## src/rtl/rs232_tx_buffered.sv

```systemverilog
// RS232 8N1 transmitter with a small byte FIFO in front of the shifter.
// Baud rate is selected per frame by fsel (115200 / 9600 bps from a 25 MHz clock).
module rs232_tx_buffered #(
   parameter logic [11:0] LIMIT_FAST = 12'd217,
   parameter logic [11:0] LIMIT_SLOW = 12'd2604,
   parameter int          AW         = 2
) (
   input  logic       clk,
   input  logic       rst,
   input  logic       fsel,
   input  logic       start,
   input  logic [7:0] data,
   output logic       rdy,
   output logic       busy,
   output logic       TxD,
   output logic       dbg_state
);

   // Handshake: a byte is taken on every cycle where start && rdy; start with rdy low is dropped.
   typedef enum logic {IDLE = 1'b0, SEND = 1'b1} state_t;

   localparam logic [AW:0] FULL = {1'b1, {AW{1'b0}}};

   state_t        state, state_nxt;
   logic [7:0]    mem [2**AW];
   logic [AW-1:0] rd, wr;
   logic [AW:0]   count, count_nxt;
   logic [9:0]    shreg;
   logic [11:0]   lim, tick;
   logic [3:0]    bitcnt;
   logic          busy_q;
   logic          push, pop, bit_end, tx_nxt;

   assign push    = start & rdy;
   assign pop     = (state == IDLE) & (count != '0);
   assign bit_end = (state == SEND) & (tick == lim);

   always_comb begin
      count_nxt = count;
      case ({push, pop})
         2'b10:   count_nxt = count + 1'b1;
         2'b01:   count_nxt = count - 1'b1;
         default: count_nxt = count;
      endcase
   end

   always_ff @(posedge clk) begin
      if (push) mem[wr] <= data;
   end

   // rdy is a flop so it reflects the count held in the FIFO this cycle.
   always_ff @(posedge clk or negedge rst) begin
      if (!rst) begin
         rd    <= '0;
         wr    <= '0;
         count <= '0;
         rdy   <= 1'b1;
      end else begin
         if (push) wr <= wr + 1'b1;
         if (pop)  rd <= rd + 1'b1;
         count <= count_nxt;
         rdy   <= (count_nxt != FULL);
      end
   end

   always_ff @(posedge clk or negedge rst) begin
      if (!rst) state <= IDLE;
      else      state <= state_nxt;
   end

   always_comb begin
      state_nxt = state;
      case (state)
         IDLE:    if (pop) state_nxt = SEND;
         SEND:    if (bit_end && (bitcnt == 4'd9)) state_nxt = IDLE;
         default: state_nxt = IDLE;
      endcase
   end

   always_comb begin
      tx_nxt = 1'b1;
      if (state == SEND) tx_nxt = shreg[0];
   end

   always_ff @(posedge clk or negedge rst) begin
      if (!rst) begin
         shreg  <= '1;
         lim    <= '0;
         tick   <= '0;
         bitcnt <= '0;
      end else if (pop) begin
         shreg  <= {1'b1, mem[rd], 1'b0};
         lim    <= fsel ? LIMIT_FAST : LIMIT_SLOW;
         tick   <= '0;
         bitcnt <= '0;
      end else if (state == SEND) begin
         if (bit_end) begin
            tick   <= '0;
            shreg  <= {1'b1, shreg[9:1]};
            bitcnt <= bitcnt + 1'b1;
         end else begin
            tick <= tick + 1'b1;
         end
      end
   end

   // TxD is registered, so the line trails the FSM by one clock; busy_q covers that trailing cycle.
   always_ff @(posedge clk or negedge rst) begin
      if (!rst) begin
         TxD    <= 1'b1;
         busy_q <= 1'b0;
      end else begin
         TxD    <= tx_nxt;
         busy_q <= (state == SEND);
      end
   end

   assign busy      = busy_q | (state == SEND) | (count != '0);
   assign dbg_state = state;

endmodule
```

## config.mk

```make
export PLATFORM = sky130hd
export DESIGN_NAME = rs232_tx_buffered
export DESIGN_NICKNAME = d
export VERILOG_FILES = /design/src/rtl/rs232_tx_buffered.sv
export SDC_FILE = /design/constraint.sdc
export NUM_CORES = 1
export LEC_CHECK = 0
export BUFFER_PORTS_ARGS = -buffer_cell sky130_fd_sc_hd__buf_2
export CORE_MARGIN = 8
export CORE_UTILIZATION = 30
export DETAILED_ROUTE_END_ITERATION = 10
export HOLD_SLACK_MARGIN = 0.08
export PLACE_DENSITY = 0.5
export RECOVER_POWER = 50
export SLEW_MARGIN = 20
export SYNTH_ARGS = -nofsm -noshare
export SYNTH_HDL_FRONTEND = slang
export SYNTH_SLANG_ARGS = --single-unit
```

## constraint.sdc

```tcl
create_clock -name clk -period 3.43 [get_ports clk]
set_input_delay 0.1715 -clock clk [delete_from_list [all_inputs] [get_ports clk]]
set_output_delay 0.1715 -clock clk [all_outputs]
set_load 0.1 [all_outputs]
```

=== Word level (Yosys, flattened, before mapping) ===
Memories as Yosys holds them, arrays and structs flattened.
Index checks and enable logic that the tools add are counted.

* Bits in registers: 49
* Memory bits (writable): 32
* Input port bits: 12
* Output and inout bits: 4
* Logic and storage cells: 51
* Memories kept: 1

{| class="wikitable"
|+ Memories
! memory !! words !! width !! rd ports !! clocked after memory_dff !! wr ports !! RTL line !! text
|-
| mem || 4 || 8 || 1 || 0 || 1 || 25 || <nowiki>logic [7:0] mem [2**AW];</nowiki>
|}

* Add/subtract/negate cells: 6
* Eq/ne operators: 5
* Mux-type cells: 17
* Bitwise logic cells: 6
* Reduce and logical (&&, ||, !) cells: 5

{| class="wikitable"
|+ Operator list
! cell !! count
|-
| $mux 12 || 4
|-
| $mux 10 || 3
|-
| $add 12x1->12 const B || 1
|-
| $eq 12x12->1 || 1
|-
| $mux 4 || 3
|-
| $pmux 3 s2 || 1
|-
| $mux 1 || 5
|-
| $add 2x1->2 const B || 2
|-
| $add 4x1->4 const B || 1
|-
| $eq 4x4->1 const B || 1
|-
| $reduce_bool 2->1 || 2
|-
| $add 3x1->3 const B || 1
|-
| $and 1x1->1 || 3
|-
| $ne 3x3->1 const B || 1
|-
| $reduce_bool 3->1 || 1
|-
| $sub 3x1->3 const B || 1
|-
| $eq 2x1->1 const B || 1
|-
| $eq 2x2->1 const B || 1
|-
| $or 1x1->1 || 2
|-
| $pmux 1 s2 || 1
|-
| $reduce_and 2->1 || 1
|-
| $logic_and 1x1->1 || 1
|-
| $not 1->1 || 1
|}

=== Depth between registers and ports, before layout ===
Gate-level depths: netlist of run 1.

* Word-level depth: 5
* Gate-level depth with buffers: 11
* Depth with buffers taken out: 10

=== Least setup slack after synthesis of run 1 ===
OpenSTA, ideal clock, no wires.

* Path type: register -> register
* Start point: register state (netlist: dbg_state)
* End point: register rdy
* Arrival: 2.647 ns
* Slack: 0.701 ns
* Stages on the path, launching flop included: 11
* Path buffers: 1
* Clock period less this slack: 2.729 ns
* Cell sequence: dfrtp_1 -> or2_2 -> clkbuf_1 -> inv_1 -> ha_1 -> inv_1 -> fa_1 -> xor2_1 -> nor2_1 -> xor2_1 -> nand2_1

* Cells in the longest elaborated chain, start to end: 5
* Elaborated cells on any way between the ends: 6

{| class="wikitable"
|+ RTL lines
! item !! RTL line !! text
|-
| from (decl) || 24 || <nowiki>state_t state, state_nxt;</nowiki>
|-
| from (signal assigned) || 68 || <nowiki>else state <= state_nxt;</nowiki>
|-
| $not 1->1 (*) || - ||
|-
| $and 1x1->1 (*) || 35 || <nowiki>assign pop = (state == IDLE) & (count != '0);</nowiki>
|-
| net pop || 32 || <nowiki>logic push, pop, bit_end, tx_nxt;</nowiki>
|-
| $eq 2x1->1 / $eq 2x2->1 (equally long branches) || 40 || <nowiki>case ({push, pop})</nowiki>
|-
| $pmux 3 s2 (*) || 40 ||
|-
| net count_nxt[2] || 27 || <nowiki>logic [AW:0] count, count_nxt;</nowiki>
|-
| $ne 3x3->1 (*) || 62 || <nowiki>rdy <= (count_nxt != FULL);</nowiki>
|-
| to (signal assigned) || 62 ||
|-
| to (decl) || 13 || <nowiki>output logic rdy,</nowiki>
|}

Mark *: on every way through the listed nets, which the timed path passes. The rest lies on a longest branch.
A chain may end at the register's enable or synchronous reset.

=== Final worst setup path of run 1 ===
Same ends and word-level chain as after synthesis.

==> impl_metrics.json, run 1 <==
{
  "final_layout_size_suffix_gt1_share_pct": 17.6,
  "hold_start": "start",
  "cts_root_buffer": "sky130_fd_sc_hd__clkbuf_8",
  "layout.nets": 294,
  "yosys-top-cells-area": "sky130_fd_sc_hd__edfxtp_1 30%, sky130_fd_sc_hd__dfrtp_1 22%, sky130_fd_sc_hd__dfstp_2 9.0%, sky130_fd_sc_hd__mux4_2 5.6%, sky130_fd_sc_hd__ha_1 3.1%",
  "rows": 37,
  "synth.net_count": 268,
  "yosys.area.top_type_share_pct": 30.1,
  "place.port_buffers": 15,
  "start_util_pct": 31.0,
  "antenna_found_initial": 0,
  "slew_headroom_pct": -42.3,
  "grt-busiest-layer": "met2",
  "clock.fmax_mhz": 392,
  "number_of_h_tree_levels": 3,
  "drc": 0,
  "grt_overflow_total": 0,
  "power.share.sequential_pct": 48.9,
  "routed_via_density": 4.86,
  "multi_input_area_um2": 1170,
  "switchingPower_mw": 1.06,
  "die_width_um": 119,
  "first_pass_iters": 4,
  "report.final.hold_viol_count": 0,
  "worst_setup_hold_path_clk_slew_ps": 80,
  "final.setup.tns_ps": 0,
  "setup_repair_after_global_routing_missed_its_margin": "false",
  "netlist_instances": 247,
  "drtAntennaViolNets": 0,
  "seq_area_frac_synth_pct": 61.0,
  "insertedDiodeCount": 0,
  "final_min_period_over_clock_period_pct": 74.4,
  "r2r_start": "dbg_state$_DFF_PN0_",
  "place.gp.congestion": 0.717,
  "grt_use_met3_pct": 2.55,
  "avg_inst_size_synth_um2": 12.9,
  "final_max_slew_viol_count": 40,
  "finalWorstPathRequiredPeriod_ps": 2550,
  "count_of_state_elements_after_synthesis": 71,
  "result_of_the_run": "finished with violations",
  "yosys_warnings": 0,
  "fp.coreArea_um2": 10300,
  "cts_inserted_buffers": 9,
  "number_of_filler_instances_in_the_final_layout": 1007,
  "worst-path-max-fanout": 25,
  "grtUsageMet2_pct": 14.5,
  "fin_skew_ps": 15.5,
  "timing.critical_path.from": "dbg_state$_DFF_PN0_",
  "drt-total-wl_mm": 6.36,
  "power.clock.fraction_pct": 22.9,
  "failing_checks": "max-capacitance violations, max-slew violations",
  "drt-wirelength-per-cell_um": 15.4,
  "worstSkewPairLatency_ps": 350,
  "power-per-cell-area_nw_per_um2": 771,
  "clock_tree_from_tritoncts": "done",
  "worst_setup_path_start_kind": "flip-flop",
  "grt_pass1_vias": 2041,
  "number_of_synthesized_flops_with_an_enable_pin": 32,
  "irDropWorstVdd_v": 0.000320,
  "internal_power_mw": 1.80,
  "maximum_number_of_pins_on_one_net_before_global_route_repair": 40,
  "top_level_ports": 16,
  "cap_viol_max_count": 1,
  "grtUsageTotal_pct": 9.50,
  "groute.layer.met1.usage_pct": 12.3,
  "cts.sink_count": 71,
  "worst_ep_arrival_time_ps": 2830,
  "power_switching_share_pct": 37.0,
  "post-synth-top-area-cell": "sky130_fd_sc_hd__edfxtp_1",
  "cp.required_ps": 3700,
  "worst_slew_pin_slew_ps": 2130,
  "post_cts_buffers": 0,
  "post-dp-hpwl_mm": 4.17,
  "die_height_um": 119,
  "dieArea_um2": 14200,
  "yosys.cell_types.count": 40,
  "ys.flop_type": "sky130_fd_sc_hd__edfxtp_1",
  "place_area_um2": 3420,
  "cts_buffer_depth": 2,
  "comb_power_share_pct": 28.2,
  "synth_common_cells": "32 x sky130_fd_sc_hd__edfxtp_1, 28 x sky130_fd_sc_hd__dfrtp_1, 21 x sky130_fd_sc_hd__nor2_1",
  "min-delay-path-class": "input port to flip-flop",
  "path_class": "flip-flop to flip-flop",
  "area_growth_syn_to_layout_pct": 15.7,
  "synthMostInstantiatedCell": "sky130_fd_sc_hd__edfxtp_1",
  "endpoint_kind": "flip-flop",
  "final-setup-viol-count": 0,
  "grt_first_pass_wirelength_mm": 10.7,
  "drt_iter0_markers": 102,
  "register_area_um2": 1950,
  "async_flop_share_pct": 54.9,
  "leakage_nw": 1.37,
  "layout.cell_area.non_filler_um2": 3700,
  "synth_area_um2": 3200,
  "vias": 2011
}
-- power groups by stage --
stage,clock network [mW],logic [mW],registers (mW)
after floorplan,0,0.607,1.38
after global placement,0,0.798,1.41
after detailed placement,0,0.805,1.42
after CTS,0.681,0.820,1.40
after global routing,0.712,0.901,1.44
final,0.653,0.804,1.39
-- repair_timing --
| action | 4_1_cts | 5_1_grt |
|---|---|---|
| endpoints found under the hold margin | 61 | 0 |
| resized for setup | 0 | 0 |
| hold buffers | 10 | 0 |
-- per-layer routing --
| layer | routed length [µm] | share of wire, % | vias to the layer above |
|---|---|---|---|
| li1 | - | - | 974 |
| met1 | 3110 | 49 | 996 |
| met2 | 2890 | 45 | 34 |
| met3 | 248 | 3.9 | 7 |
| met4 | 107 | 1.7 | 0 |
| met5 | 0 | 0 | - |
-- per-stage QoR --
step                      instances  setup slack, ps  hold WS, ps  utilization (%)  power [mW]
after CTS                       414              842          187             35.9        2.90
after global routing            414              698          218             35.8        3.05
after detailed placement        388              872          352             33.1        2.22
final                           414              878          206             35.8        2.85
after floorplan                 247              701         -124                -        1.99
after global placement          388              946          361             33.1        2.21
-- state kept, by name (all words and copies together) (netlist names), 2 cells and up --
signal,flops
tick,12
shreg,9
bitcnt,4
count,3
mem,32
wr,2
lim,3
rd,2
-- area by class of cell --
class                      instances  area share [%]
tap                              136            4.60
inverter                           9           0.914
sequential                        71            52.8
multi-input combinational        154            31.5
timing repair buffer              28            5.04
clock buffer                       9            3.35
clock inverter                     7            1.79
-- cells in the final DEF (no fill, tap or decap), drive strengths merged, types with 8 or more instances in the layout --
cell / instances
edfxtp: 32
dlygate4sd3: 10
dfrtp: 28
o31ai: 12
nor2: 21
buf: 9
xnor2: 10
clkbuf: 18
a31oi: 9
nand4: 11
inv: 15
dfstp: 11
ha: 8
nand3: 9
nand2: 15
mux4: 8
-- worst max-delay path, cell delays in order, from the launching register on --
cell and delay, ps:
sky130_fd_sc_hd__dfrtp_1 480, sky130_fd_sc_hd__or2_2 540, sky130_fd_sc_hd__inv_1 270, sky130_fd_sc_hd__ha_1 220, sky130_fd_sc_hd__inv_1 60, sky130_fd_sc_hd__fa_1 370
sky130_fd_sc_hd__xor2_1 150, sky130_fd_sc_hd__nor2_1 120, sky130_fd_sc_hd__xor2_1 190, sky130_fd_sc_hd__nand2_1 80
-- logic make-up after synthesis --
logic type	Yosys count	synth area share, %
fa+ha+maj	9	3.76
flops	71	61.0
buf+inv	22	2.66
compound gates	34	7.71
mux	13	7.28
xor+xnor	15	4.11
simple gates	83	13.4
-- worst paths after layout --
path	endpoint	slack (ps)	depth (start not counted)
worst max-delay path	rdy$_DFF_PN1_	880	9
worst min-delay path	wr[0]$_DFFE_PN0P_	210	3
worst max register to register	rdy$_DFF_PN1_	880	9
worst min register to register	shreg[8]$_DFFE_PN1P_	490	2
max in group asynchronous	tick[11]$_DFFE_PN0P_	1230	2
min in group asynchronous	wr[1]$_DFFE_PN0P_	970	2
Note: power is estimated with default switching activity, not from simulation.
==> run 2, diff against run 1 <==
- PLACE_DENSITY: 0.5 -> 0.51
- clock period: 3.43 -> 2.22 ns (I/O delays scaled with it)
==> run 2 against run 1 <==
Critical path depth decreased by 5. Via count increased by 3.2%. Global-route usage increased by 0.19 points. Largest cell class unchanged. Clock power increased by 68%. Total power increased by 61%. Routed wire length increased by 2.1%. The flow finishes with violations (max-capacitance violations). Register-to-register slack got worse by 740 ps. Hold slack got worse by 16 ps. Setup slack got worse by 740 ps. Utilization increased by 1.2 points.
==> impl_metrics.json, run 2 (synthesized netlist as in run 1, its figures left out) <==
{
  "result_of_the_run": "finished with violations",
  "failing_checks": "max-capacitance violations",
  "maximum_number_of_pins_on_one_net_before_global_route_repair": 28,
  "worst_flop_to_flop_path_endpoint": "bitcnt[0]$_DFFE_PN0P_",
  "worst_ep_arrival_time_ps": 2350,
  "cp.required_ps": 2490,
  "slew_headroom_pct": 0.138,
  "most_common_cell_after_layout_fill_and_taps_aside": "sky130_fd_sc_hd__edfxtp_1",
  "reg_with_most_ffs": "mem",
  "number_of_filler_instances_in_the_final_layout": 987,
  "grtUsageTotal_pct": 9.69,
  "dieArea_um2": 14200,
  "clock.fmax_mhz": 481,
  "worst-r2r-setup-slack_ps": 140,
  "finalWorstPathRequiredPeriod_ps": 2080,
  "grt_first_pass_wirelength_mm": 11.1,
  "worst_setup_hold_path_clk_slew_ps": 90,
  "drt-wirelength-per-cell_um": 15.2,
  "post-dp-hpwl_mm": 4.42,
  "routed_via_density": 4.87,
  "vias": 2075,
  "postLayoutSetupSlackWorst_ps": 140,
  "insertedDiodeCount": 0,
  "cts_inserted_buffers": 9,
  "endpoint_kind": "flip-flop",
  "layout_top_registers": "mem x32, tick x12, shreg x9",
  "die_height_um": 119,
  "final_max_slew_viol_count": 0,
  "first_pass_iters": 6,
  "r2r_start": "tick[8]$_DFFE_PN0P_",
  "grt_overflow_total": 0,
  "antenna_found_initial": 0,
  "final.setup.tns_ps": 0,
  "place.gp.congestion": 0.817,
  "worstSkewPairLatency_ps": 350,
  "worst_setup_path_start_kind": "flip-flop",
  "drt-total-wl_mm": 6.49,
  "drc": 0,
  "drt_iter0_markers": 105,
  "cts.sink_count": 71,
  "final_cell_mix": "32 x sky130_fd_sc_hd__edfxtp_1, 27 x sky130_fd_sc_hd__dfrtp_1, 21 x sky130_fd_sc_hd__nor2_1",
  "worst-path-max-fanout": 13,
  "post_cts_buffers": 0,
  "totalPowerFinal_mw": 4.59,
  "worst_slew_pin_slew_ps": 1500,
  "leakage_nw": 1.43,
  "start_util_pct": 31.0,
  "final_layout_size_suffix_gt1_share_pct": 21.7,
  "area_growth_syn_to_layout_pct": 19.5,
  "rows": 37,
  "setup_repair_after_global_routing_missed_its_margin": "false",
  "final-setup-viol-count": 0,
  "place.port_buffers": 15,
  "number_of_h_tree_levels": 3,
  "cts_root_buffer": "sky130_fd_sc_hd__clkbuf_8",
  "fp.coreArea_um2": 10300,
  "top_level_ports": 16,
  "clock_tree_from_tritoncts": "done",
  "die_width_um": 119,
  "path_class": "flip-flop to flip-flop",
  "layout.nets": 306,
  "power-per-cell-area_nw_per_um2": 1200,
  "timing.hold.worst_endpoint": "wr[0]$_DFFE_PN0P_",
  "hold_start": "start",
  "largest_register_ffs": 32,
  "post-place-ws_ps": 179,
  "irDropWorstVdd_v": 0.000586,
  "final_min_period_over_clock_period_pct": 93.7,
  "min-delay-path-class": "input port to flip-flop",
  "report.final.hold_viol_count": 0,
  "grt_pass1_vias": 2107,
  "worstHoldPathCells": 3,
  "drtAntennaViolNets": 0,
  "cts_buffer_depth": 2,
  "fin_skew_ps": 14.4,
  "cap_viol_max_count": 1,
  "timing.critical_path.from": "tick[8]$_DFFE_PN0P_",
  "worst_r2r_path_depth": 4
}
[run 2: cell count changes in the layout (fill, tap and decap cells not counted), sizes merged]
cell and delta:
bufinv +1, buf +10, inv -2, clkinvlp +2
clkbuf +2, clkinv -1
[run 2: worst max-delay path by stage]
| stage | end | cells past startpoint |
|---|---|---|
| after floorplan | rdy$_DFF_PN1_ | 10 |
| after global placement | rdy$_DFF_PN1_ | 9 |
| after detailed placement | bitcnt[0]$_DFFE_PN0P_ | 4 |
| after CTS | bitcnt[0]$_DFFE_PN0P_ | 4 |
| after global routing | shreg[6]$_DFFE_PN1P_ | 5 |
| final | bitcnt[0]$_DFFE_PN0P_ | 4 |
[run 2: cell type report]
type                       count  area, µm²  share of cell area, %
clock buffer                   9        124                   3.24
clock inverter                 7       85.1                   2.23
inverter                       9       36.3                  0.950
multi-input combinational    154       1180                   30.9
sequential                    71       1950                   51.2
tap                          136        170                   4.45
timing repair buffer          40        269                   7.04
[run 2: worst max-delay path, stage by stage, from the launching register on]
cell	delay [ps]
sky130_fd_sc_hd__dfrtp_1	420
sky130_fd_sc_hd__or4b_1	560
sky130_fd_sc_hd__or2_4	350
sky130_fd_sc_hd__or4_1	510
sky130_fd_sc_hd__a21oi_1	160
[run 2: where the power goes]
group	internal, mW	leakage (nW)	total (mW)	switching (mW)
Clock	0.542	0.100	1.10	0.556
Sequential	1.82	0.752	2.10	0.277
Combinational	0.588	0.576	1.39	0.803
Total	2.95	1.43	4.59	1.64
[run 2: metrics by stage]
step	cells	instance area, µm²	utilization (%)	hold WS (ps)
after floorplan	247	3230	-	-185
after global placement	400	3520	34.1	167
after detailed placement	400	3520	34.1	164
after CTS	426	3830	37.1	187
after global routing	426	3820	37.0	241
final	426	3820	37.0	190
[run 2: per-layer routing]
metal | up-vias | global-route usage [%] | part of all wire (%)
met1 | 1016 | 13.3 | 50
met3 | 9 | 2.17 | 3.5
met5 | - | 0 | 0
li1 | 1002 | - | -
met4 | 0 | 4.27 | 1.8
met2 | 48 | 14.3 | 45
[run 2: repair_timing]
item | 4_1_cts | 5_1_grt
endpoints found under the setup margin | 0 | 1
endpoints found under the hold margin | 49 | 0
hold buffers | 10 | 0
resized for setup | 0 | 1
